==> config.mk <==
export PLATFORM = sky130hd
export DESIGN_NAME = p405s_isocm_fetcher
export DESIGN_NICKNAME = d
export VERILOG_FILES = /design/src/rtl/p405s_isocm_pkg.sv /design/src/rtl/p405s_isocm_fetch_fifo.sv /design/src/rtl/p405s_isocm_fetcher.sv
export SDC_FILE = /design/constraint.sdc
export NUM_CORES = 1
export LEC_CHECK = 0
export CELL_PAD_IN_SITES_DETAIL_PLACEMENT = 1
export CELL_PAD_IN_SITES_GLOBAL_PLACEMENT = 1
export CORE_UTILIZATION = 46
export DETAILED_ROUTE_END_ITERATION = 7
export GPL_TIMING_DRIVEN = 0
export PLACE_DENSITY = 0.79
export RECOVER_POWER = 100
export SYNTH_ARGS = -nofsm -noshare
export SYNTH_HDL_FRONTEND = slang
export SYNTH_HIERARCHICAL = 1
export SYNTH_SLANG_ARGS = --single-unit
==> constraint.sdc <==
create_clock -name SystemClock -period 8.4 [get_ports SystemClock]
set_input_delay 0.84 -clock SystemClock [delete_from_list [all_inputs] [get_ports SystemClock]]
set_output_delay 0.84 -clock SystemClock [all_outputs]
set_load 0.1 [all_outputs]
==> src/rtl/p405s_isocm_pkg.sv <==
// Shared widths, FSM states and buffer-entry type for the ISOCM instruction fetcher.
// Pure declarations: no latency, no flow control.
package p405s_isocm_pkg;

    localparam int ISOCM_AW = 30;
    localparam int ISOCM_DW = 64;
    localparam int ISOCM_IW = 32;

    typedef enum logic [1:0] {
        FS_IDLE,
        FS_REQ,
        FS_WAIT,
        FS_ERR
    } fetch_state_t;

    typedef struct packed {
        logic [0:ISOCM_AW-1] addr;
        logic [0:ISOCM_IW-1] word;
    } ins_entry_t;

    // Start of the next doubleword line; wraps modulo 2^30.
    function automatic logic [0:ISOCM_AW-1] next_line(input logic [0:ISOCM_AW-1] pc);
        return {pc[0:ISOCM_AW-2] + (ISOCM_AW-1)'(1), 1'b0};
    endfunction

endpackage

==> src/rtl/p405s_isocm_fetch_fifo.sv <==
// Instruction buffer of {addr,word} entries; up to two pushes and one pop per cycle.
// Push visible at head one cycle later; the caller must not push beyond free_cnt.
module p405s_isocm_fetch_fifo
    import p405s_isocm_pkg::*;
#(
    parameter int unsigned DEPTH = 4,
    localparam int unsigned PTR_W = $clog2(DEPTH)
) (
    input  logic             clk,
    input  logic             rst_n,
    input  logic             flush,
    input  logic             push_lo,
    input  ins_entry_t       push_lo_dat,
    input  logic             push_hi,
    input  ins_entry_t       push_hi_dat,
    input  logic             pop,
    output logic             empty,
    output ins_entry_t       head_dat,
    output logic [PTR_W:0]   free_cnt
);

    ins_entry_t       mem [DEPTH];
    logic [PTR_W-1:0] wr_ptr;
    logic [PTR_W-1:0] rd_ptr;
    logic [PTR_W-1:0] hi_ptr;
    logic [PTR_W:0]   count;
    logic             pop_eff;

    assign empty    = (count == '0);
    assign pop_eff  = pop & ~empty;
    // The high word lands just after the low word when both arrive together.
    assign hi_ptr   = wr_ptr + PTR_W'(push_lo);
    assign head_dat = mem[rd_ptr];
    assign free_cnt = (PTR_W+1)'(DEPTH) - count;

    always_ff @(posedge clk) begin
        if (push_lo) mem[wr_ptr] <= push_lo_dat;
        if (push_hi) mem[hi_ptr] <= push_hi_dat;
    end

    always_ff @(posedge clk or negedge rst_n) begin
        if (!rst_n) begin
            wr_ptr <= '0;
            rd_ptr <= '0;
            count  <= '0;
        end else if (flush) begin
            wr_ptr <= '0;
            rd_ptr <= '0;
            count  <= '0;
        end else begin
            wr_ptr <= wr_ptr + PTR_W'(push_lo) + PTR_W'(push_hi);
            rd_ptr <= rd_ptr + PTR_W'(pop_eff);
            count  <= count + (PTR_W+1)'(push_lo) + (PTR_W+1)'(push_hi)
                            - (PTR_W+1)'(pop_eff);
        end
    end

endmodule

==> src/rtl/p405s_isocm_fetcher.sv <==
// Sequential ISOCM instruction fetcher: one request in flight, first word visible 3 cycles after start.
// Requests stall until two buffer slots are free; perf counters exist only with ISOCM_FETCH_PERF_EN.
module p405s_isocm_fetcher
    import p405s_isocm_pkg::*;
#(
    parameter int unsigned FIFO_DEPTH   = 4,
    parameter int unsigned HOLD_TIMEOUT = 15
) (
    input  logic                SystemClock,
    input  logic                isocm_if_reset_n,
    input  logic                fetch_start,
    input  logic                fetch_redirect,
    input  logic [0:ISOCM_AW-1] fetch_addr,
    input  logic                ins_pop,
    output logic                ins_valid,
    output logic [0:ISOCM_IW-1] ins_data,
    output logic [0:ISOCM_AW-1] ins_addr,
    output logic                fetch_err,
    output logic                C405_isocmReqPending,
    output logic                C405_isocmIcuReady,
    output logic                C405_isocmXlateValid,
    output logic                C405_isocmAbort,
    output logic [0:ISOCM_AW-1] C405_isocmABus,
    output logic                C405_isocmContextSync,
    output logic                C405_isocmU0Attr,
    output logic                C405_isocmCacheable,
    input  logic                ISOCM_c405Hold,
    input  logic [0:1]          ISOCM_c405RdDValid,
    input  logic [0:ISOCM_DW-1] ISOCM_c405RdDBus,
    output logic [15:0]         perf_req_cnt,
    output logic [15:0]         perf_hold_cnt
);

    localparam int unsigned PTR_W = $clog2(FIFO_DEPTH);
    localparam int unsigned HC_W  = $clog2(HOLD_TIMEOUT + 1) + 1;

    fetch_state_t        state;
    fetch_state_t        state_nxt;
    logic [0:ISOCM_AW-1] pc;
    logic [HC_W-1:0]     hold_cnt;
    logic [HC_W-1:0]     hold_cnt_nxt;
    logic                restart;
    logic                issue;
    logic                abort;
    logic                rsp_take;
    logic                err_set;
    logic                push_lo;
    logic                push_hi;
    ins_entry_t          push_lo_dat;
    ins_entry_t          push_hi_dat;
    ins_entry_t          head_dat;
    logic                fifo_empty;
    logic [PTR_W:0]      free_cnt;

    // A start outside IDLE/ERR is indistinguishable from a redirect.
    assign restart = fetch_start | fetch_redirect;

    always_ff @(posedge SystemClock or negedge isocm_if_reset_n) begin
        if (!isocm_if_reset_n) state <= FS_IDLE;
        else                   state <= state_nxt;
    end

    always_comb begin
        state_nxt    = state;
        issue        = 1'b0;
        abort        = 1'b0;
        rsp_take     = 1'b0;
        err_set      = 1'b0;
        hold_cnt_nxt = '0;
        if (restart) begin
            state_nxt = FS_REQ;
            abort     = (state == FS_WAIT);
        end else begin
            unique case (state)
                FS_IDLE: begin
                    state_nxt = FS_IDLE;
                end
                FS_REQ: begin
                    if (free_cnt >= (PTR_W+1)'(2)) begin
                        issue     = 1'b1;
                        state_nxt = FS_WAIT;
                    end
                end
                FS_WAIT: begin
                    if (ISOCM_c405Hold) begin
                        if (hold_cnt == HC_W'(HOLD_TIMEOUT)) begin
                            abort     = 1'b1;
                            err_set   = 1'b1;
                            state_nxt = FS_ERR;
                        end else begin
                            hold_cnt_nxt = hold_cnt + HC_W'(1);
                        end
                    end else if (|ISOCM_c405RdDValid) begin
                        rsp_take  = 1'b1;
                        state_nxt = FS_REQ;
                    end else begin
                        err_set   = 1'b1;
                        state_nxt = FS_ERR;
                    end
                end
                FS_ERR: begin
                    state_nxt = FS_ERR;
                end
                default: begin
                    state_nxt = FS_IDLE;
                end
            endcase
        end
    end

    always_ff @(posedge SystemClock or negedge isocm_if_reset_n) begin
        if (!isocm_if_reset_n) begin
            pc        <= '0;
            hold_cnt  <= '0;
            fetch_err <= 1'b0;
        end else begin
            hold_cnt <= hold_cnt_nxt;
            if (restart)       pc <= fetch_addr;
            else if (rsp_take) pc <= next_line(pc);
            if (restart)      fetch_err <= 1'b0;
            else if (err_set) fetch_err <= 1'b1;
        end
    end

    // The even word is skipped when the fetch started on an odd address.
    assign push_lo = rsp_take & ISOCM_c405RdDValid[0] & ~pc[ISOCM_AW-1];
    assign push_hi = rsp_take & ISOCM_c405RdDValid[1];

    assign push_lo_dat = '{addr: {pc[0:ISOCM_AW-2], 1'b0},
                           word: ISOCM_c405RdDBus[0:ISOCM_IW-1]};
    assign push_hi_dat = '{addr: {pc[0:ISOCM_AW-2], 1'b1},
                           word: ISOCM_c405RdDBus[ISOCM_IW:ISOCM_DW-1]};

    p405s_isocm_fetch_fifo #(
        .DEPTH (FIFO_DEPTH)
    ) u_fifo (
        .clk         (SystemClock),
        .rst_n       (isocm_if_reset_n),
        .flush       (restart),
        .push_lo     (push_lo),
        .push_lo_dat (push_lo_dat),
        .push_hi     (push_hi),
        .push_hi_dat (push_hi_dat),
        .pop         (ins_pop),
        .empty       (fifo_empty),
        .head_dat    (head_dat),
        .free_cnt    (free_cnt)
    );

    assign ins_valid = ~fifo_empty;
    assign ins_data  = ins_valid ? head_dat.word : '0;
    assign ins_addr  = ins_valid ? head_dat.addr : '0;

    assign C405_isocmReqPending  = issue;
    assign C405_isocmIcuReady    = issue;
    assign C405_isocmXlateValid  = issue;
    assign C405_isocmAbort       = abort;
    assign C405_isocmABus        = issue ? pc : '0;
    assign C405_isocmContextSync = 1'b0;
    assign C405_isocmU0Attr      = 1'b0;
    assign C405_isocmCacheable   = 1'b0;

`ifdef ISOCM_FETCH_PERF_EN
    logic [15:0] req_cnt;
    logic [15:0] hold_evt_cnt;

    always_ff @(posedge SystemClock or negedge isocm_if_reset_n) begin
        if (!isocm_if_reset_n) begin
            req_cnt      <= '0;
            hold_evt_cnt <= '0;
        end else if (fetch_start) begin
            req_cnt      <= '0;
            hold_evt_cnt <= '0;
        end else begin
            if (issue && req_cnt != 16'hFFFF) req_cnt <= req_cnt + 16'd1;
            if (state == FS_WAIT && ISOCM_c405Hold && hold_evt_cnt != 16'hFFFF)
                hold_evt_cnt <= hold_evt_cnt + 16'd1;
        end
    end

    assign perf_req_cnt  = req_cnt;
    assign perf_hold_cnt = hold_evt_cnt;
`else
    assign perf_req_cnt  = '0;
    assign perf_hold_cnt = '0;
`endif

endmodule

# [Word-level counts from Yosys, hierarchy flattened]
# Memory sizes are Yosys's and may differ from the RTL's.
# Cells that the tools add are included.
[totals] inputBits=102 register_bits=45 mem_bits_rw=248 n_memories=1 out_inout_bits=133
[memory_table] name="u_fifo.mem" depth=4 width=62 rd=1 rd_clocked_by_memory_dff=0 write_ports=2 line_no="p405s_isocm_fetch_fifo.sv:22" text="ins_entry_t mem [DEPTH];"
[op_classes] reduce_logical=6 magnitude_cmp=1 bitwise=7 mux=39 eq_ne=6 addsub=9
[ops] operator="$mux W30" n=4
[ops] operator="$mux W32" n=1
[ops] operator="$add A29 B1 Y29 const B" n=1
[ops] operator="$mux W1" n=21
[ops] operator="$mux W5" n=4
[ops] operator="$mux W2" n=7
[ops] operator="$pmux W2 S4" n=1
[ops] operator="$add A2 B1 Y2" n=3
[ops] operator="$add A3 B1 Y3" n=2
[ops] operator="$add A5 B1 Y5 const B" n=1
[ops] operator="$eq A5 B4 Y1 const B" n=1
[ops] operator="$and A1 B1 Y1" n=4
[ops] operator="$eq A2 B2 Y1 const B" n=2
[ops] operator="$ne A4 B3 Y1 const B" n=1
[ops] operator="$reduce_bool A2 Y1" n=2
[ops] operator="$ge A3 B2 Y1 const B" n=1
[ops] operator="$logic_not A3 Y1" n=1
[ops] operator="$mux W3" n=1
[ops] operator="$ne A3 B3 Y1 const B" n=1
[ops] operator="$sub A3 B1 Y3" n=1
[ops] operator="$sub A3 B3 Y3 const A" n=1
[ops] operator="$eq A2 B1 Y1 const B" n=1
[ops] operator="$logic_not A2 Y1" n=1
[ops] operator="$not A1 Y1" n=2
[ops] operator="other kinds (3)" n=3

# [Logic depth before layout (Yosys ltp)]
# Gate-level depths: netlist (run 1).
[logic_depth] ltp_word=11 mapped_depth=10 mapped_depth_nobuf=9

# [Hierarchy]
# The synthesis (run 1) kept the hierarchy.
[modules_own_cells] mod="p405s_isocm_fetch_fifo" seq_area_each_um2=7622.3 area_per_inst_um2=12450.7 cells_each=643 instances=1
[modules_own_cells] mod="p405s_isocm_fetcher" seq_area_each_um2=950.9 area_per_inst_um2=3011.6 cells_each=373 instances=1

# [Worst setup path after synthesis (run 1)]
# Ideal clock, no wire load.
[synth_path] kind="input to register" from="in ISOCM_c405Hold" to="mem u_fifo/mem[0][0] (netlist name), enable pin" path_stages=5 path_buffers=0 arrival_time_ns=6.446 path_slack_ns=1.377 cell_sequence="o21bai_4 -> nor2_1 -> and4b_1 -> inv_1 -> o32ai_1"
[synth_lines] element="from (decl)" line_no="p405s_isocm_fetcher.sv:27" text="input logic ISOCM_c405Hold,"
[synth_lines] element="to (decl)" line_no="p405s_isocm_fetch_fifo.sv:22"

==> metrics.txt, run 1 <==
run status complete, but fails checks; failing checks capacitance limit, slew limit; Mapped Cells 1015; post-route setup slack between 2 and 2.5 ns; critical path depth 10; sw power 0.000835 W; clock root cell clkbuf_16; reg-to-reg slack, setup 2.98 ns; CP max stage delay 1.56 ns; Worst Setup End Kind flip-flop; R2R Path End u_fifo/mem[2][5]$_DFFE_PP_; crit path to u_fifo/mem[2][5]$_DFFE_PP_; Arr. time, crit path 6.28 ns; CTS Sinks a little under 300; Max VDD drop 0.0000965 V; layout cells sized above 1 a little under a third; clock share of power 42.7%; pwr dens approximately 180 nW/um2; crit path launch ISOCM_c405Hold; clock-pin slew on the worst setup and hold paths 0.06 ns; DR vias 9458; vias in the first global route 10300; cells on worst reg2reg path 10; Worst Skew around 0.023 ns; crit path kind in2reg; H-tree Lvls 2; final hold violation count 0; CP Buf/Inv Count 6; most common cell after layout, fill and taps aside edfxtp_1; worst skew pair latency 0.51 ns; DRT Wirelength 39600 um; Initial Utilization 47.1%; setup violators final 0; pre-CTS setup slack 3.38 ns; PostCTS Resize Cnt 0; HP Class in2async; number of CTS-inserted buffers 34; Avg WL per Cell 22.4 um; Die W 185 um; switch share 24.1%; pin count of the biggest net entering global routing 44; Mapped Area 15500 um2; Via density 5.34; DRT Pass-1 Iters 4; TNS Setup 0 ns; CP cell instances dlygate4sd3_1 -> o21bai_1 -> nor2_1 -> and4b_1 -> inv_1 -> o32ai_1 -> clkbuf_1 -> clkbuf_1 -> buf_8 -> buf_8; Top Family by Delay on Critical Path buffers and inverters; Rows 66; port bufs 199; Pleak 6.81 nW; Synth Warn # 6; Worst Tran Pin Value about 2 ns; crit path max fanout 14; Ant. Diodes 0; grt ovf 0; Flop pwr share 47.2%; HPWL Detailed 26700 um; final net count 1415; Placer Congestion 0.765; Tot GR Track Use a little under a quarter; I/O pins 235; Routed Antenna Nets 0; Core Area 32800 um2; antenna violations before repair 0; most frequent cells in the layout 248 x edfxtp_1, 240 x mux2_2, 100 x dlygate4sd3_1, 98 x clkdlybuf4s50_1, 65 x nor2b_1; P_int around 0.0026 W; Max Buffers Root-to-Sink 3; fillers 3161; Slowest-stage cell, CP o32ai_1; RSZ-0062 raised after global routing false; Comb pwr share between 10% and 20%; Die Area about 34000 um2; Reg2Reg Launch Point state[0]$_DFFE_PN0P_; CP required 8.61 ns; Die H ~190 um; first-pass GRT wire length 60200 um; Hold-fix buffers, CTS 0; mean post-synth cell area 15.2 um2; area growth from synthesis to layout 23.8%; final slew viol count 95; Max Cap Violations 5; setup bufs post-CTS 0; Post-route DRC 0; Final period util 72.4%; Startpoint Class input port; Initial DRC Count 553; CTS tree built; Final Critical Period 6.08 ns; fmax 165 MHz; max_slew headroom -35.7%
[metal layers]
metal	up-vias	global-route usage (%)	routed length (um)
met5	-	0	0
li1	4376	-	-
met4	0	6.12	811
met1	4765	30.6	16900
met3	48	3.60	2000
met2	269	40.6	19800
[how the worst min path moves through the flow]
stage / startpoint / endpoint / slack (ns)
final: isocm_if_reset_n / pc[8]$_DFFE_PN0P_ / 0.32
after global routing: isocm_if_reset_n / pc[3]$_DFFE_PN0P_ / 0.35
after CTS: isocm_if_reset_n / pc[8]$_DFFE_PN0P_ / 0.20
after detailed placement: hold_cnt[0]$_DFF_PN0_ / hold_cnt[0]$_DFF_PN0_ / 0.46
after floorplan: hold_cnt[0]$_DFF_PN0_ / hold_cnt[0]$_DFF_PN0_ / 0.43
after global placement: hold_cnt[0]$_DFF_PN0_ / hold_cnt[0]$_DFF_PN0_ / 0.46
[layout make-up]
class | count | area (um2) | area share (%)
multi-input combinational | 653 | 6220 | 32.5
timing repair buffer | 211 | 2100 | 11.0
inverter | 16 | 60.1 | 0.314
buffer | 94 | 513 | 2.68
clock inverter | 14 | 146 | 0.765
tap | 442 | 553 | 2.89
sequential | 293 | 8570 | 44.8
clock buffer | 47 | 962 | 5.03
[power groups by stage]
stage	Sequential, W	Combinational, W	Clock [W]
after floorplan	0.00165	0.000248	0
after global placement	0.00166	0.000343	0
after detailed placement	0.00167	0.000353	0
after CTS	0.00164	0.000357	0.00150
after global routing	0.00164	0.000370	0.00156
final	0.00164	0.000348	0.00148
[stage by stage]
step	utilization (%)	hold slack, ns	power [W]	instance area, um2	std cells
CTS	59.7	0.205	0.00350	19600	1770
finish	58.4	0.317	0.00346	19100	1770
detailed placement	56.3	0.464	0.00202	18500	1709
global placement	55.4	0.457	0.00201	18200	1697
global route	58.4	0.352	0.00357	19100	1770
floorplan	-	0.433	0.00190	15600	1056
[state kept, by name, indices dropped and copies added (netlist names)]
| signal | cells |
|---|---|
| fetch_err | 1 |
| state | 2 |
| u_fifo/wr_ptr | 2 |
| u_fifo/count | 3 |
| u_fifo/mem | 248 |
| hold_cnt | 5 |
| u_fifo/rd_ptr | 2 |
| pc | 30 |
No activity file was read; power rests on OpenSTA's default activity.
==> run 2, diff against run 1 <==
--- a/config.mk
+++ b/config.mk
@@ -7,10 +7,10 @@
 export LEC_CHECK = 0
 export CELL_PAD_IN_SITES_DETAIL_PLACEMENT = 1
 export CELL_PAD_IN_SITES_GLOBAL_PLACEMENT = 1
-export CORE_UTILIZATION = 46
+export CORE_UTILIZATION = 41
 export DETAILED_ROUTE_END_ITERATION = 7
 export GPL_TIMING_DRIVEN = 0
-export PLACE_DENSITY = 0.79
+export PLACE_DENSITY = 0.75
 export RECOVER_POWER = 100
 export SYNTH_ARGS = -nofsm -noshare
 export SYNTH_HDL_FRONTEND = slang
==> constraint.sdc (replaced) <==
create_clock -name SystemClock -period 5.1 [get_ports SystemClock]
set_input_delay 0.51 -clock SystemClock [delete_from_list [all_inputs] [get_ports SystemClock]]
set_output_delay 0.51 -clock SystemClock [all_outputs]
set_load 0.1 [all_outputs]
==> run 2 against run 1 <==
Net effect:
- the flow still finishes with violations (capacitance limit, slew limit)
- routed wire length hardly changed
- non-clock buffer count did not move
- sequential power rose by 64%
- worst setup slack lost 1.9 ns
- critical path depth shrank 1
- first-iteration DRC count shrank 26%
==> metrics.txt, run 2 (synthesis results as in run 1) <==
Startpoint Class input port (unchanged); DRT Pass-1 Iters 4 (unchanged); H-tree Lvls 2 (unchanged); Via density 5.07 (was 5.34); antenna violations before repair 0 (unchanged); Core Area 36900 um2 (was 32800 um2); Rows 70 (was 66); top flop regs u_fifo/mem (248), pc (30), hold_cnt (5) (unchanged); Tot GR Track Use 20.9% (was 23.4%); Worst Tran Pin Value 1.77 ns (was 2.04 ns); most frequent cells in the layout 248 x edfxtp_1, 244 x mux2_2, 101 x dlygate4sd3_1, 98 x clkdlybuf4s50_1, 65 x nor2b_1 (was 248 x edfxtp_1, 240 x mux2_2, 100 x dlygate4sd3_1, 98 x clkdlybuf4s50_1, 65 x nor2b_1); fmax 215 MHz; Ant. Diodes 0 (unchanged); pre-CTS setup slack 0.323 ns (was 3.38 ns); I/O pins 235 (unchanged); Final period util 91.3%; most common cell after layout, fill and taps aside edfxtp_1 (unchanged); CTS tree built (unchanged); worst skew pair latency 0.51 ns (about the same); Avg WL per Cell 21.6 um (was 22.4 um); final slew viol count 32 (was 95); post-route setup slack 0.445 ns (was 2.32 ns); HPWL Detailed 26700 um (about the same); Initial DRC Count 408 (was 553); first-pass GRT wire length 60800 um (was 60200 um); vias in the first global route 10200 (was 10300); Max Buffers Root-to-Sink 3 (unchanged); Max VDD drop 0.000184 V (was 0.0000965 V); area growth from synthesis to layout 26.3% (was 23.8%); Die Area 38500 um2 (was 34300 um2); Die H 196 um (was 185 um); HP Class reg2reg (was in2async); crit path launch ISOCM_c405RdDValid[1] (was ISOCM_c405Hold); Most flops, register u_fifo/mem (unchanged); number of CTS-inserted buffers 34 (unchanged); final hold violation count 0 (unchanged); CTS Sinks 293 (unchanged); clock-pin slew on the worst setup and hold paths 0.06 ns (about the same); clock root cell clkbuf_16 (unchanged); Final Core Density 52.9% (was 58.4%); run status complete, but fails checks (unchanged); DR vias 9295 (was 9458); setup violators final 0 (unchanged); Reg2Reg Launch Point state[0]$_DFFE_PN0P_ (unchanged); port bufs 199 (unchanged); Initial Utilization 41.9% (was 47.1%); grt ovf 0 (unchanged); Max Cap Violations 1 (was 5); Pleak 7.01 nW (was 6.81 nW); Routed Antenna Nets 0 (unchanged); Worst Setup End Kind flip-flop (unchanged); DRT Wirelength 39500 um (was 39600 um); crit path kind in2reg (unchanged); Final Critical Period 4.65 ns; hold_sp hold_cnt[0]$_DFF_PN0_; Worst Skew 0.0216 ns (was 0.0230 ns); crit path max fanout 15 (was 14); RSZ-0062 raised after global routing false (unchanged); Placer Congestion 0.793 (was 0.765); pwr dens 301 nW/um2 (was 181 nW/um2); Post-route DRC 0 (unchanged); final net count 1415 (unchanged); failing checks capacitance limit, slew limit (unchanged); Arr. time, crit path 4.77 ns (was 6.28 ns); CP required 5.22 ns (was 8.61 ns); max FFs per register 248 (unchanged); max_slew headroom -17.9% (was -35.7%); Die W 196 um (was 185 um); layout cells sized above 1 32.7% (was 30.5%); pin count of the biggest net entering global routing 37 (was 44)
==> run 2: cell types whose count changed in the layout (fill, tap and decap cells not counted), sizes merged <==
cell,delta
dlymetal6s2s,+2
dlygate4sd3,+1
bufinv,+2
inv,-1
clkbuf,-15
clkinv,+2
buf,+10
clkinvlp,-1
==> run 2: worst paths after layout <==
| kind | endpoint | slack, ns | cells after the start |
|---|---|---|---|
| worst min-delay path | hold_cnt[0]$_DFF_PN0_ | 0.47 | 1 |
| worst min register to register | hold_cnt[0]$_DFF_PN0_ | 0.47 | 1 |
| min in group asynchronous | pc[8]$_DFFE_PN0P_ | 0.64 | 2 |
| max in group asynchronous | pc[22]$_DFFE_PN0P_ | 2.32 | 3 |
| worst max register to register | u_fifo/mem[0][21]$_DFFE_PP_ | 0.96 | 9 |
| worst max-delay path | u_fifo/mem[0][21]$_DFFE_PP_ | 0.45 | 9 |
==> run 2: metrics by stage <==
| step | hold slack, ns | instance area (um2) | setup TNS [ns] | power (W) | cells |
|---|---|---|---|---|---|
| after global placement | 0.459 | 18200 | -890.69 | 0.00331 | 1759 |
| after detailed placement | 0.458 | 18500 | 0 | 0.00332 | 1770 |
| after floorplan | 0.214 | 15600 | -197.54 | 0.00313 | 1056 |
| after global routing | 0.507 | 19500 | 0 | 0.00607 | 1832 |
| after CTS | 0.453 | 19700 | 0 | 0.00596 | 1832 |
| final | 0.472 | 19500 | 0 | 0.00588 | 1832 |
==> run 2: power by group <==
group	leakage, nW	switching (W)	internal (W)	total (W)
clock network	0.596	0.000968	0.00164	0.00261
logic	3.62	0.000344	0.000228	0.000572
registers	2.79	0.0000642	0.00263	0.00269
==> run 2: layout make-up <==
type,count,area (um2)
well taps,504,631
repair buffers,211,2160
plain buffers,94,599
fillers,3609,17400
flip-flops and latches,293,8570
inverters,16,60.1
clock inverters,16,199
multi-input cells,653,6290
clock buffers,45,1010
==> run 2: metal layers <==
layer	vias to the layer above	track usage (%)	share of wire [%]
li1	4379	-	-
met1	4642	28.1	45
met2	234	36.3	50
met3	40	2.84	4.1
met4	0	4.05	1.3
met5	-	0	0
==> run 2: critical path, stage by stage <==
cell and delay (ns):
dlygate4sd3_1 0.58, o21bai_1 0.72, nor2_1 0.29, and4b_1 0.39, ha_1 0.37, nand2b_1 0.23, o32ai_2 0.63, buf_8 0.27
dlymetal6s2s_1 0.77
==> run 2: repair_timing <==
action	in CTS	in global routing
gates resized for setup	0	0
endpoints found under the hold margin	14	0
hold buffers	1	0
setup buffers	0	0
==> run 3, diff against run 2 <==
--- a/config.mk
+++ b/config.mk
@@ -8,7 +8,9 @@
 export CELL_PAD_IN_SITES_DETAIL_PLACEMENT = 1
 export CELL_PAD_IN_SITES_GLOBAL_PLACEMENT = 1
 export CORE_UTILIZATION = 41
+export CTS_CLUSTER_DIAMETER = 60
 export DETAILED_ROUTE_END_ITERATION = 7
+export GPL_ROUTABILITY_DRIVEN = 0
 export GPL_TIMING_DRIVEN = 0
 export PLACE_DENSITY = 0.75
 export RECOVER_POWER = 100
==> run 3 against run 2 <==
Net effect:
- the flow still finishes with violations (capacitance limit, slew limit)
- routed wire length is 0.17% higher
- clock-buffer cell count is 1 higher
- maximum frequency up 0.25%
- core utilization down 0.28 points
- sequential cell count unchanged
- critical path depth stayed put
- critical path type unchanged
- largest power group unchanged
==> metrics.txt, run 3 (synthesis results as in run 1) <==
run status complete, but fails checks (unchanged); failing checks capacitance limit, slew limit (unchanged); max FFs per register 248 (unchanged); pre-CTS setup slack 0.323 ns (unchanged); hold_sp hold_cnt[0]$_DFF_PN0_ (unchanged); Final Core Density 52.7% (was 52.9%); first-pass GRT wire length 61100 um (was 60800 um); Hold Path Stages 1 (unchanged); worst hold path endpoint hold_cnt[0]$_DFF_PN0_ (unchanged); Worst Setup End Kind flip-flop (unchanged); Pleak 6.94 nW (was 7.01 nW); setup violators final 0 (unchanged); cells on worst reg2reg path 9 (unchanged); DRT Wirelength 39600 um (was 39500 um); Die W 196 um (unchanged); most common cell after layout, fill and taps aside edfxtp_1 (unchanged); fin cells 1834 (was 1832); Rows 70 (unchanged); clock root cell clkbuf_16 (unchanged); final slew viol count 42 (was 32); Initial DRC Count 428 (was 408); HP Class reg2reg (unchanged); antenna violations before repair 0 (unchanged); I/O pins 235 (unchanged); R2R Path End u_fifo/mem[0][6]$_DFFE_PP_ (was u_fifo/mem[0][21]$_DFFE_PP_); Die Area 38500 um2 (unchanged); CTS tree built (unchanged); clock-pin slew on the worst setup and hold paths 0.06 ns (about the same); max_slew headroom -19.0% (was -17.9%); Ant. Diodes 0 (unchanged); Tot GR Track Use 21.0% (was 20.9%); DR vias 9346 (was 9295); Worst Skew 0.0143 ns (was 0.0216 ns); Hold-fix buffers, CTS 1 (unchanged); hold_ws 0.471 ns (was 0.472 ns); port bufs 199 (unchanged); final hold violation count 0 (unchanged); Worst Tran Pin Value 1.78 ns (was 1.77 ns); Routed Antenna Nets 0 (unchanged); worst skew pair latency 0.52 ns (was 0.51 ns); Final period util 91.0% (was 91.3%); RSZ-0062 raised after global routing false (unchanged); Die H 196 um (unchanged); Initial Utilization 41.9% (unchanged); number of CTS-inserted buffers 36 (was 34); CTS Sinks 293 (unchanged); most frequent cells in the layout 248 x edfxtp_1, 247 x mux2_2, 101 x dlygate4sd3_1, 98 x clkdlybuf4s50_1, 65 x nor2b_1 (was 248 x edfxtp_1, 244 x mux2_2, 101 x dlygate4sd3_1, 98 x clkdlybuf4s50_1, 65 x nor2b_1); Max Cap Violations 2 (was 1); Core Area 36900 um2 (unchanged); vias in the first global route 10300 (was 10200); layout cells sized above 1 32.3% (was 32.7%); pin count of the biggest net entering global routing 37 (unchanged); Reg2Reg Launch Point state[0]$_DFFE_PN0P_ (unchanged); Final Critical Period 4.64 ns (was 4.65 ns); pwr dens 297 nW/um2 (was 301 nW/um2); DP Area 18500 um2 (unchanged); HPWL Detailed 26700 um (unchanged); Most flops, register u_fifo/mem (unchanged); Max VDD drop 0.000186 V (was 0.000184 V); crit path max fanout 15 (unchanged); top flop regs u_fifo/mem (248), pc (30), hold_cnt (5) (unchanged); CP required 5.23 ns (was 5.22 ns); DRT Pass-1 Iters 4 (unchanged); area growth from synthesis to layout 25.6% (was 26.3%); fillers 3616 (was 3609); Startpoint Class input port (unchanged); Avg WL per Cell 21.6 um (about the same); grt ovf 0 (unchanged); Arr. time, crit path 4.77 ns (about the same); Via density 5.10 (was 5.07); Post-route DRC 0 (unchanged); reg-to-reg slack, setup 0.87 ns (was 0.96 ns); final net count 1417 (was 1415); fmax 215 MHz (about the same); number of instances in the placed design 1770 (unchanged); crit path kind in2reg (unchanged); post-route setup slack 0.457 ns (was 0.445 ns); H-tree Lvls 2 (unchanged); fin area 19400 um2 (was 19500 um2); setup bufs post-CTS 0 (unchanged); PostCTS Resize Cnt 0 (unchanged); Max Buffers Root-to-Sink 3 (unchanged)
## run 3: changes by cell type in the layout (fill, tap and decap cells not counted), moves of 2 or more
cell	change
clkinv_2	-4
clkinv_4	+3
dlymetal6s2s_1	-2
mux2_2	+3
mux2_1	-3
clkbuf_16	-2
dlymetal6s4s_1	+2
inv_6	+2
clkbuf_1	+7
clkbuf_2	-3
bufinv_16	-2
## run 3: worst max path at each step
stage,cells past startpoint,start,end
2_1_floorplan,5,ISOCM_c405Hold,u_fifo/mem[0][0]$_DFFE_PP_
3_3_place_gp,6,ISOCM_c405Hold,u_fifo/mem[0][25]$_DFFE_PP_
3_5_place_dp,10,ISOCM_c405Hold,u_fifo/mem[1][25]$_DFFE_PP_
4_1_cts,9,u_fifo/count[1]$_DFF_PN0_,C405_isocmABus[17]
5_1_grt,9,ISOCM_c405RdDValid[1],u_fifo/mem[0][40]$_DFFE_PP_
6_report,9,ISOCM_c405RdDValid[1],u_fifo/mem[0][6]$_DFFE_PP_
## run 3: area by class of cell
class                           count  area, um2  area share [%]
Buffer                             94        579            2.98
Clock buffer                       46        980            5.05
Clock inverter                     17        174           0.896
Inverter                           16       60.1           0.309
Multi-Input combinational cell    653       6270            32.3
Sequential cell                   293       8570            44.2
Tap cell                          504        631            3.25
Timing Repair Buffer              211       2150            11.1
## run 3: critical path, cell delays in order
cell and delay, ns:
dlygate4sd3_1 0.58, o21bai_1 0.63, nor2_1 0.29, and4b_1 0.38
ha_1 0.37, nand2b_1 0.23, o32ai_2 0.64, buf_8 0.27
dlymetal6s4s_1 0.85
## run 3: per-stage QoR
step | TNS, ns | total power (W)
floorplan | -197.54 | 0.00313
global placement | -890.69 | 0.00331
detailed placement | 0 | 0.00332
CTS | 0 | 0.00585
global route | 0 | 0.00596
finish | 0 | 0.00577
## run 3: layer usage
metal  vias to the layer above  share of wire (%)  track usage, %
met5                         -                  0               0
met4                         0                1.5            4.14
met3                        39                3.9            2.91
met2                       232                 50            36.7
met1                      4692                 44            28.0
li1                       4383                  -               -
## run 3: power by group
part	total [W]	switching, W	internal, W
registers	0.00270	0.0000647	0.00263
clock network	0.00250	0.000990	0.00151
logic	0.000572	0.000345	0.000228
total	0.00577	0.00140	0.00437
==> patch 1, RTL diff (flow settings as in run 2) <==
Set the parameter `HOLD_TIMEOUT` to 16 (it was 15).
--- a/src/rtl/p405s_isocm_fetcher.sv
+++ b/src/rtl/p405s_isocm_fetcher.sv
@@ -4,7 +4,7 @@
     import p405s_isocm_pkg::*;
 #(
     parameter int unsigned FIFO_DEPTH   = 4,
-    parameter int unsigned HOLD_TIMEOUT = 15
+    parameter int unsigned HOLD_TIMEOUT = 16
 ) (
     input  logic                SystemClock,
     input  logic                isocm_if_reset_n,
Formal check against the unedited RTL: same outputs for any inputs over 4 cycles, from zero or initial values and one cycle with isocm_if_reset_n low; that may be too few to reach the edited logic, so the function may still have changed.
==> patch 1 against run 2 <==
The run still ends with max-capacitance violations, max-slew violations left; design area down 0.63%; routed wire length grew 3.4%; register-to-register slack lost 420 ps; sequential share of layout area grew 0.41 points; final cell count increased by 0.71%; area after synthesis is 0.28% higher; setup slack got worse by 90 ps; synthesized cell count increased by 0.99%; sequential cell count is 1 higher; power fell by 4.3%; critical path depth decreased by 1; highest routed layer unchanged.
==> patch 1: results <==
group,metric,value,unit
power_and_ir_drop,vdd_ir_drop_max,0.208,mV
critical_path,arrival,4940,ps
min_path,hold_depth,1,
clock_network,cts_htree_levels,2,
finish,drive_above_1_share,31.0,%
power_and_ir_drop,leakage,6.85,nW
clock_network,postCtsHoldBufs,1,
finish,nNetsFinal,1429,
detailed_routing,via_per_inst,5.17,
run,max_cap_viol_count,2,
run_status,violations,"max-capacitance violations, max-slew violations",
min_path,hp-class,"reg2reg",
run_status,status,"finished with violations",
finish,reg_top3,"u_fifo/mem x248, pc x30, hold_cnt x6",
detailed_routing,drt_iter0_drc,431,
timing,maxSlewHeadroom,-66.2,%
global_routing,grt_pass1_wl,62100,um
detailed_routing,wl_per_cell,22.2,um
finish,fillers,3633,
placement,place_hpwl,27700,um
clock_network,cts_buffers,36,
synth,avgSynthCellArea,15.1,sq um
detailed_routing,wirelength,40900,um
clock_network,clockBufferDepth,3,
placement,dp.cells,1781,
global_routing,grt_pass1_vias,10300,
placement,gp_congestion,0.775,
timing,clock_skew,11.6,ps
timing,report.final.slew_viol_count,48,
critical_path,r2r_cells,7,
critical_path,worst-path-max-fanout,14,
clock_network,cts_setup_buffers,0,
global_routing,grt_max_degree,43,
global_routing,grt_usage,21.4,%
synth,ys.warnings.count,6,
[patch 1: cell type report]
cell class                      count  area (sq um)  share of cell area (%)
Multi-Input combinational cell    667          6330                    32.6
Tap cell                          504           631                    3.25
Clock inverter                     13          52.6                   0.271
Buffer                             93           517                    2.66
Timing Repair Buffer              212          2200                    11.3
Clock buffer                       50          1020                    5.28
Inverter                           12          45.0                   0.232
Sequential cell                   294          8600                    44.3
[patch 1: where the power goes]
group	leakage, nW	switching [W]	internal [W]
Clock	0.529	0.000950	0.00139
Combinational	3.51	0.000347	0.000229
Sequential	2.81	0.0000684	0.00264
Total	6.85	0.00137	0.00426
[patch 1: per-stage QoR]
| step | util [%] | area [sq um] | worst slack (ps) | TNS (ps) | hold slack (ps) |
|---|---|---|---|---|---|
| 2_1_floorplan | - | 15700 | -1610 | -199030 | 214 |
| 3_3_place_gp | 49.6 | 18300 | -6740 | -872650 | 480 |
| 3_5_place_dp | 50.4 | 18600 | 330 | 0 | 422 |
| 4_1_cts | 53.3 | 19700 | 431 | 0 | 417 |
| 5_1_grt | 52.6 | 19400 | 146 | 0 | 508 |
| 6_report | 52.6 | 19400 | 355 | 0 | 495 |
[patch 1: critical path: stages]
cell and delay [ps]:
dlygate4sd3_1 590, o21bai_1 310, nor2_1 420, and4b_1 430, inv_1 160, o32ai_1 1970, buf_16 230, clkbuf_4 290
[patch 1: metal layers]
metal	global-route usage [%]	vias to the layer above	routed length, um
li1	-	4409	-
met1	28.9	4852	18200
met2	37.0	251	20400
met3	3.01	34	1840
met4	3.76	0	497
met5	0	-	0
[patch 1: worst paths after layout]
check | startpoint | end | slack, ps
max in group asynchronous | isocm_if_reset_n | pc[18]$_DFFE_PN0P_ | 2120
worst max register to register | state[1]$_DFFE_PN0P_ | u_fifo/mem[0][15]$_DFFE_PP_ | 540
min in group asynchronous | isocm_if_reset_n | pc[7]$_DFFE_PN0P_ | 540
worst max-delay path | ISOCM_c405Hold | u_fifo/mem[0][15]$_DFFE_PP_ | 360
worst min register to register | hold_cnt[0]$_DFF_PN0_ | hold_cnt[0]$_DFF_PN0_ | 490
worst min-delay path | hold_cnt[0]$_DFF_PN0_ | hold_cnt[0]$_DFF_PN0_ | 490
==> patch 2, RTL diff (config.mk and constraints of run 2) <==
Without the edit above. Re-encode `fetch_state_t` (4 states) as one-hot, 4 bits wide.
--- a/src/rtl/p405s_isocm_pkg.sv
+++ b/src/rtl/p405s_isocm_pkg.sv
@@ -6,11 +6,11 @@
     localparam int ISOCM_DW = 64;
     localparam int ISOCM_IW = 32;
 
-    typedef enum logic [1:0] {
-        FS_IDLE,
-        FS_REQ,
-        FS_WAIT,
-        FS_ERR
+    typedef enum logic [3:0] {
+        FS_IDLE = 4'b0001,
+        FS_REQ  = 4'b0010,
+        FS_WAIT = 4'b0100,
+        FS_ERR  = 4'b1000
     } fetch_state_t;
 
     typedef struct packed {
Formal check against the unedited RTL: same outputs for any inputs over 4 cycles, from zero or initial values and one cycle with isocm_if_reset_n low; so few cycles prove little.
==> patch 2 against run 2 <==
The flow still finishes with violations (max-capacitance violations, max-slew violations); via count rose by 2.6%; combinational power rose by 1%; routed wire length rose by 3.2%; maximum frequency fell by 2.0%; design area fell by 0.73%; area after synthesis rose by 0.47%; clock power fell by 8.0%; setup slack got worse by 95 ps; sequential cell count rose by 2; count of clock-buffer cells in the layout rose by 8; non-clock buffer count did not move; power fell by 3.0%; largest cell class unchanged.
==> patch 2: results <==
group,metric,value,unit
placement,place_ws,329,ps
synth,synthesis.area,15500,sq um
critical_path,reg2reg_to,"u_fifo/mem[0][13]$_DFFE_PP_",
run,max_cap_viol_count,1,
power_and_ir_drop,vdd_ir_drop_max,0.187,mV
timing,report.final.slew_viol_count,34,
critical_path,cpPeakStageDelay,1160,ps
global_routing,grt_usage,21.6,%
placement,place_hpwl,27600,um
finish,clock_area_share,5.66,%
finish,nonClkBufAreaFrac,13.7,%
finish,ff_latch_area,8620,sq um
global_routing,grt_pass1_vias,10400,
power_and_ir_drop,powerComb,0.000580,W
global_routing,grt_max_degree,34,
detailed_routing,wl_met3,1950,um
global_routing,grt_pass1_wl,62900,um
detailed_routing,wl_per_cell,22.2,um
timing,setup_ws,350,ps
detailed_routing,wl_met1,17800,um
global_routing,gr-usage-met2,36.9,%
global_routing,grt_use_met1,28.6,%
finish,nNetsFinal,1424,
global_routing,grtUsageMet3,3.42,%
min_path,hp-start,"hold_cnt[0]$_DFF_PN0_",
clock_network,clkSinkCount,295,
run_status,status,"finished with violations",
timing,hold_ws,466,ps
finish,multi_input_area,6340,sq um
run_status,violations,"max-capacitance violations, max-slew violations",
timing,worstMarginPinSlew,1900,ps
clock_network,cts_buffers,35,
critical_path,worst-path-max-fanout,10,
power_and_ir_drop,leakage,6.85,nW
clock_network,cts_htree_levels,2,
critical_path,arrival,4240,ps
critical_path,r2r_cells,9,
critical_path,crit_path_top_delay_cell,"clkdlybuf4s50_1",
critical_path,cpLargestDelayFamily,"buffers and inverters",
min_path,holdPathEnd,"hold_cnt[0]$_DFF_PN0_",
finish,fillers,3684,
critical_path,cp-endpoint,"C405_isocmABus[29]",
finish,inverters,9,
detailed_routing,wl_met2,20300,um
detailed_routing,vias,9534,
global_routing,grt_antenna_before_repair,1,
timing,clock_skew,17.9,ps
clock_network,clkSlewWorstSetupHoldPaths,50,ps
finish,num-multi-input-gates,666,
finish,nClkBuffers,53,
placement,gp_congestion,0.759,
power_and_ir_drop,p_int,0.00432,W
detailed_routing,drt_iter0_drc,474,
critical_path,ff2ff_setup_slack,500,ps
critical_path,startpoint,"fetch_redirect",
finish,drive_above_1_share,31.2,%
power_and_ir_drop,clkPwrFrac,42.1,%
placement,place_area,18600,sq um
critical_path,timing.rr.start,"state[1]$_DFFE_PN0P_",
-- patch 2: cell count changes in the layout (fill, tap and decap cells not counted), sizes merged, moves of 4 or more --
cell	before	now
nor4	11	5
and3	5	11
clkbuf	87	109
nand3	13	20
buf	62	50
nand4	15	9
dlygate4sd3	101	93
and2	26	35
clkdlybuf4s50	98	106
bufinv	5	1
inv	15	9
nand2	40	36
xor2	23	18
-- patch 2: worst register-to-register path: stages, from the launching register on --
cell and delay (ps):
dfrtp_1 440, or4b_1 650, nor2_2 370, and4b_1 380, ha_1 300, nand2b_1 230, o32ai_1 310, clkbuf_1 980
buf_16 250, clkbuf_2 340
-- patch 2: per-stage QoR --
step / util, % / std cells / total power (W)
6_report: 52.4 / 1842 / 0.00570
5_1_grt: 52.4 / 1842 / 0.00590
4_1_cts: 53.4 / 1842 / 0.00578
3_5_place_dp: 50.4 / 1778 / 0.00335
3_3_place_gp: 49.5 / 1766 / 0.00334
2_1_floorplan: - / 1063 / 0.00315
